**config.mk**
```make
export PLATFORM = sky130hd
export DESIGN_NAME = lenet_result_reader
export DESIGN_NICKNAME = d
export VERILOG_FILES = /design/src/rtl/lenet_result_reader.sv
export SDC_FILE = /design/constraint.sdc
export NUM_CORES = 1
export LEC_CHECK = 0
export CAP_MARGIN = 20
export CELL_PAD_IN_SITES_DETAIL_PLACEMENT = 1
export CELL_PAD_IN_SITES_GLOBAL_PLACEMENT = 2
export CORE_ASPECT_RATIO = 1.1
export CORE_UTILIZATION = 37
export DETAILED_ROUTE_END_ITERATION = 10
export PLACE_DENSITY = 0.91
export SYNTH_ARGS = -nofsm -noshare
export SYNTH_HDL_FRONTEND = slang
export SYNTH_SLANG_ARGS = --single-unit
```
**constraint.sdc**
```tcl
create_clock -name clk -period 16.6 [get_ports clk]
set_input_delay 2.49 -clock clk [delete_from_list [all_inputs] [get_ports clk]]
set_output_delay 2.49 -clock clk [all_outputs]
set_load 0.005 [all_outputs]
```
**src/rtl/lenet_result_reader.sv**
```systemverilog
// lenet_result_reader
// Takes one snapshot of the LeNet accelerator's score vector a fixed number of
// edges after a start request. The scores are then streamed one per
// valid/ready transfer, lowest index first, while a running signed argmax is
// kept. The winning class is published with a one-cycle done pulse.
//
// Ports
//   clk            rising-edge clock
//   reset          asynchronous, active-high reset
//   start          one-cycle request, sampled only in IDLE
//   output_vector  NUM_CLASSES x BITWIDTH two's-complement scores
//   busy           high whenever the FSM is not in IDLE
//   score_data     currently offered score
//   score_idx      class index of score_data
//   score_valid    score_data/score_idx are valid
//   score_ready    downstream accepts the offered score
//   class_id       argmax index, held until the next final transfer
//   class_score    score at class_id, held until the next final transfer
//   done           one-cycle pulse, class_id/class_score are final
module lenet_result_reader #(
   parameter int unsigned BITWIDTH    = 32,
   parameter int unsigned NUM_CLASSES = 10,
   parameter int unsigned LATENCY     = 2
) (
   input  logic                clk,
   input  logic                reset,
   input  logic                start,
   input  logic [BITWIDTH-1:0] output_vector [NUM_CLASSES-1:0],
   output logic                busy,
   output logic [BITWIDTH-1:0] score_data,
   output logic [3:0]          score_idx,
   output logic                score_valid,
   input  logic                score_ready,
   output logic [3:0]          class_id,
   output logic [BITWIDTH-1:0] class_score,
   output logic                done
);

   localparam int unsigned IDX_W = 4;
   localparam int unsigned CNT_W = 4;
   localparam logic [IDX_W-1:0] LAST_IDX = IDX_W'(NUM_CLASSES - 1);

   // Reject parameter sets that the 4-bit index/counter cannot represent
   if (LATENCY < 1 || LATENCY > 15 || NUM_CLASSES < 1 || NUM_CLASSES > 16) begin : g_param_chk
      $error("lenet_result_reader: illegal LATENCY or NUM_CLASSES");
   end

   typedef enum logic [1:0] {
      ST_IDLE   = 2'd0,
      ST_WAIT   = 2'd1,
      ST_STREAM = 2'd2,
      ST_DONE   = 2'd3
   } state_t;

   state_t              state_q;
   logic [CNT_W-1:0]    cnt_q;
   logic [IDX_W-1:0]    idx_q;
   logic [BITWIDTH-1:0] snap_q [NUM_CLASSES];
   logic [BITWIDTH-1:0] max_q;
   logic [IDX_W-1:0]    cls_q;

   logic                busy_q;
   logic [BITWIDTH-1:0] score_data_q;
   logic [IDX_W-1:0]    score_idx_q;
   logic                score_valid_q;
   logic [IDX_W-1:0]    class_id_q;
   logic [BITWIDTH-1:0] class_score_q;
   logic                done_q;

   logic                xfer_c;
   logic                take_c;
   logic [BITWIDTH-1:0] cur_score_c;
   logic [BITWIDTH-1:0] max_d;
   logic [IDX_W-1:0]    cls_d;
   logic [IDX_W-1:0]    idx_d;

   // Running argmax update for the score being transferred; strict compare
   // keeps the lowest index on ties, index 0 always seeds the search.
   always_comb begin
      xfer_c      = 1'b0;
      take_c      = 1'b0;
      cur_score_c = snap_q[idx_q];
      max_d       = max_q;
      cls_d       = cls_q;
      idx_d       = idx_q + IDX_W'(1);
      xfer_c      = score_valid_q & score_ready;
      take_c      = (idx_q == '0) || ($signed(cur_score_c) > $signed(max_q));
      if (take_c) begin
         max_d = cur_score_c;
         cls_d = idx_q;
      end
   end

   // Control FSM with all outputs registered
   always_ff @(posedge clk or posedge reset) begin
      if (reset) begin
         state_q       <= ST_IDLE;
         cnt_q         <= '0;
         idx_q         <= '0;
         max_q         <= '0;
         cls_q         <= '0;
         for (int i = 0; i < int'(NUM_CLASSES); i++) begin
            snap_q[i] <= '0;
         end
         busy_q        <= 1'b0;
         score_data_q  <= '0;
         score_idx_q   <= '0;
         score_valid_q <= 1'b0;
         class_id_q    <= '0;
         class_score_q <= '0;
         done_q        <= 1'b0;
      end else begin
         done_q <= 1'b0;
         unique case (state_q)
            ST_IDLE: begin
               if (start) begin
                  cnt_q   <= CNT_W'(LATENCY);
                  busy_q  <= 1'b1;
                  state_q <= ST_WAIT;
               end
            end

            // Count down the accelerator pipeline; capture on the last count
            ST_WAIT: begin
               cnt_q <= cnt_q - CNT_W'(1);
               if (cnt_q == CNT_W'(1)) begin
                  for (int i = 0; i < int'(NUM_CLASSES); i++) begin
                     snap_q[i] <= output_vector[i];
                  end
                  idx_q         <= '0;
                  score_idx_q   <= '0;
                  score_data_q  <= output_vector[0];
                  score_valid_q <= 1'b1;
                  state_q       <= ST_STREAM;
               end
            end

            // Offer snap[idx] until accepted; the last transfer publishes the result
            ST_STREAM: begin
               if (xfer_c) begin
                  max_q <= max_d;
                  cls_q <= cls_d;
                  if (idx_q == LAST_IDX) begin
                     class_id_q    <= cls_d;
                     class_score_q <= max_d;
                     score_valid_q <= 1'b0;
                     done_q        <= 1'b1;
                     state_q       <= ST_DONE;
                  end else begin
                     idx_q        <= idx_d;
                     score_idx_q  <= idx_d;
                     score_data_q <= snap_q[idx_d];
                  end
               end
            end

            ST_DONE: begin
               busy_q  <= 1'b0;
               state_q <= ST_IDLE;
            end

            default: begin
               busy_q  <= 1'b0;
               state_q <= ST_IDLE;
            end
         endcase
      end
   end

   assign busy        = busy_q;
   assign score_data  = score_data_q;
   assign score_idx   = score_idx_q;
   assign score_valid = score_valid_q;
   assign class_id    = class_id_q;
   assign class_score = class_score_q;
   assign done        = done_q;

endmodule

```
==> results.yml <==
clocking:
  clock_path_buffers: 3
  tritoncts: "built"
  cts_resized: 0
  cts.sinks: 437
  clk_pin_slew_ns: 0.06
  cts_setup_buffers: 0
  cts_root_buffer: "clkbuf_16"
  clock_latency_ns: 0.60
  hold_buffers: 0
  h-tree-depth: 2
  numCtsBuffers: 49
synthesis:
  synth_top_family_by_area: "multiplexers"
  synth_fa_ha_area_share_pct: 2.260
  synth_common_cells: "dfrtp_1, mux2_2, mux4_2, clkbuf_1, nand2_1"
  synth_area_leaders: "dfrtp_1, mux2_2, mux4_2"
  synth-edff-count: 0
  avgSynthCellArea_sq_um: 13.69
  synth-xor-area-share_pct: 0.1157
  yosys_warnings: 0
  syn_nets: 2023
  ys_seq_area_share_pct: 48.17
  syn-cell-area_sq_um: 22700
  synth_compound_area_share_pct: 7.794
  ys_types: 60
  synth_top_area_share_pct: 48.17
  synth-simple-area-share_pct: 3.693
  syn_inst: 1658
  muxShareOfSynthArea_pct: 34.76
  yosysMostFrequentCell: "dfrtp_1"
  synth_seq_cells: 437
  yosys.area.top_type: "dfrtp_1"
  ys_async_sr_fraction_pct: 100.0
  ys.flop_type: "dfrtp_1"
sta:
  setup_viol: 0
  fin_tns_setup_ns: 0
  skew_ns: 0.02601
  hold_viol_final: 0
  rsz0062_at_grt: "no"
  layout_min_cycle_time_ns: 6.887
  max_freq_mhz: 145.2
  relSlewSlack_pct: 26.48
  tightestPinTransition_ns: 1.103
  finalWorstSetupSlack_ns: 9.713
  period_share_pct: 41.49
  hold_slack_ns: 0.4832
  slew_viol_final: 0
critical_path:
  criticalPathCategory: "register to register"
  cp.required_ns: 17.06
  start_kind: "register"
  critPathArrivalTime_ns: 7.35
  crit_fanout: 64
  crit_path_end_kind: "register"
power_and_ir_drop:
  power.total_mw: 6.174
  power-per-cell-area_nw_per_um2: 211.9
  p_comb_share_pct: 49.5
  power_leakage_nw: 11.90
  power.internal_mw: 3.689
  swShare_pct: 40.25
  vdd_drop_max_mv: 0.1150
  pwr-share-seq_pct: 31.9
  clkPwrFrac_pct: 18.6
  p_sw_mw: 2.485
placement:
  gp_congestion: 0.8580
  place_hpwl_mm: 54.63
  place_worst_setup_slack_ns: 9.699
  io_buffers: 398
floorplanning:
  io-pin-count: 399
  die_area_sq_um: 62350
  die_h_microns: 261.8
  start_util_pct: 37.70
  rows: 94
  chipWidth_microns: 238.2
  core-area_sq_um: 60220
job:
  drv_cap: 0
grt:
  grt_overflow: 0
  antenna_found_initial: 13
  grt_start_max_net_pins: 174
  grt_pass1_vias: 18040
  grt_pass1_wl_mm: 117.9
  grt_use_total_pct: 25.41
cells_and_area:
  drive_gt1_share_pct: 30.18
  nets: 2363
  area_delta_synth_final_pct: 28.32
  final_core_util_pct: 48.38
drt:
  drc: 0
  wl_mm: 78.40
  antenna_left: 0
  vias_per_cell: 5.731
  wl_per_cell_microns: 27.44
  drt-pass1-iter-count: 5
  via_count: 16370
  drt_first_iter_violations: 1133
outcome:
  status: "finished clean"
hold_path:
  hold_path_class: "register to register"
==> kinds of logic (layout without fill, tap and decap cells) <==
logic type                 count (synthesis)  in the layout
muxes                                    580            580
DFF                                      437            437
AOI/OAI and AO/OA                        249            249
buffers and inverters                    182            562
and+or+nand+nor                          166            166
adders and majority gates                 41             41
xor gates and xnor gates                   3              3
other                                      0              3
==> worst paths after layout <==
kind | from | end | slack, ns | cells past startpoint
worst max register to register | score_idx[0] | max_q[17] | 9.71 | 14
worst min register to register | score_data[0] | score_data[0] | 0.48 | 2
max in group asynchronous | reset | snap_q[131] | 11.03 | 5
worst max-delay path | score_idx[0] | max_q[17] | 9.71 | 14
worst min-delay path | score_data[0] | score_data[0] | 0.48 | 2
min in group asynchronous | reset | snap_q[272] | 2.45 | 2
==> stage by stage <==
stage	instances	area, sq um
after floorplan	1658	22700
final	2857	29130
after CTS	2854	29120
after global routing	2856	29130
after detailed placement	2763	27440
after global placement	2763	27440
==> power by group through the flow <==
| stage | sequential (mW) | combinational [mW] | clock (mW) |
|---|---|---|---|
| floorplan | 1.78 | 2.10 | 0 |
| global placement | 1.92 | 2.97 | 0 |
| detailed placement | 1.98 | 3.06 | 0 |
| CTS | 1.97 | 3.09 | 1.17 |
| global route | 2.03 | 3.27 | 1.21 |
| finish | 1.97 | 3.05 | 1.15 |
==> flip-flops by register name (all words and copies together), names as in the netlist, 4 cells and up <==
name and flops:
cls_q 4, class_score 32, score_data 32, snap_q 320, score_idx 4, max_q 32, class_id 4, cnt_q 4
==> routing by layer <==
metal,up-vias,routed length [microns],global-route usage [%],share of wire [%]
met5,-,141,0,0.18
met4,20,4383,14.01,5.6
met2,511,39070,42.76,50
met3,162,4125,4.517,5.3
li1,7042,-,-,-
met1,8639,30680,31.07,39
==> layout by cell type, fill, tap and decap left out, types with 3 or more instances in the layout <==
cell / synthesis / routed
dfrtp_1: 437 / 434
clkdlybuf4s50_1: 0 / 398
mux2_2: 359 / 359
mux4_2: 128 / 128
nand2_1: 86 / 85
o21ai_0: 79 / 79
mux2i_1: 65 / 65
clkbuf_16: 0 / 51
inv_1: 46 / 45
ha_1: 41 / 39
nand4_1: 35 / 35
a22oi_1: 33 / 33
o221ai_1: 32 / 32
o2bb2ai_1: 31 / 31
mux2_1: 28 / 28
buf_4: 1 / 25
o311ai_1: 20 / 20
a21oi_1: 19 / 19
clkbuf_8: 0 / 14
clkbuf_1: 94 / 13
nor2_1: 12 / 11
o311ai_0: 11 / 11
nand3_1: 9 / 9
clkinv_2: 0 / 8
a31oi_1: 5 / 5
bufinv_16: 0 / 4
diode_2: 0 / 3
a221o_1: 3 / 3
==> cell type report <==
cell class / instances / area [sq um]
clock inverters: 13 / 168.9
multi-input cells: 1039 / 11100
diodes: 3 / 7.507
fillers: 6057 / 31090
well taps: 816 / 1021
flip-flops and latches: 437 / 10940
inverters: 47 / 183.9
repair buffers: 424 / 4192
clock buffers: 78 / 1518
==> critical path, stage by stage, from the launching register on <==
cell,delay (ns)
dfrtp_4,1.07
buf_4,0.94
buf_4,0.67
mux4_2,0.59
a22oi_1,0.34
o2bb2ai_1,0.18
ha_1,0.34
nand4_2,0.15
nor4_2,0.35
and4_1,0.28
o31a_2,0.22
nor4b_4,0.08
nor3_4,0.55
buf_4,0.47
mux2_1,0.39
No activity file was read; power rests on OpenSTA's default activity.
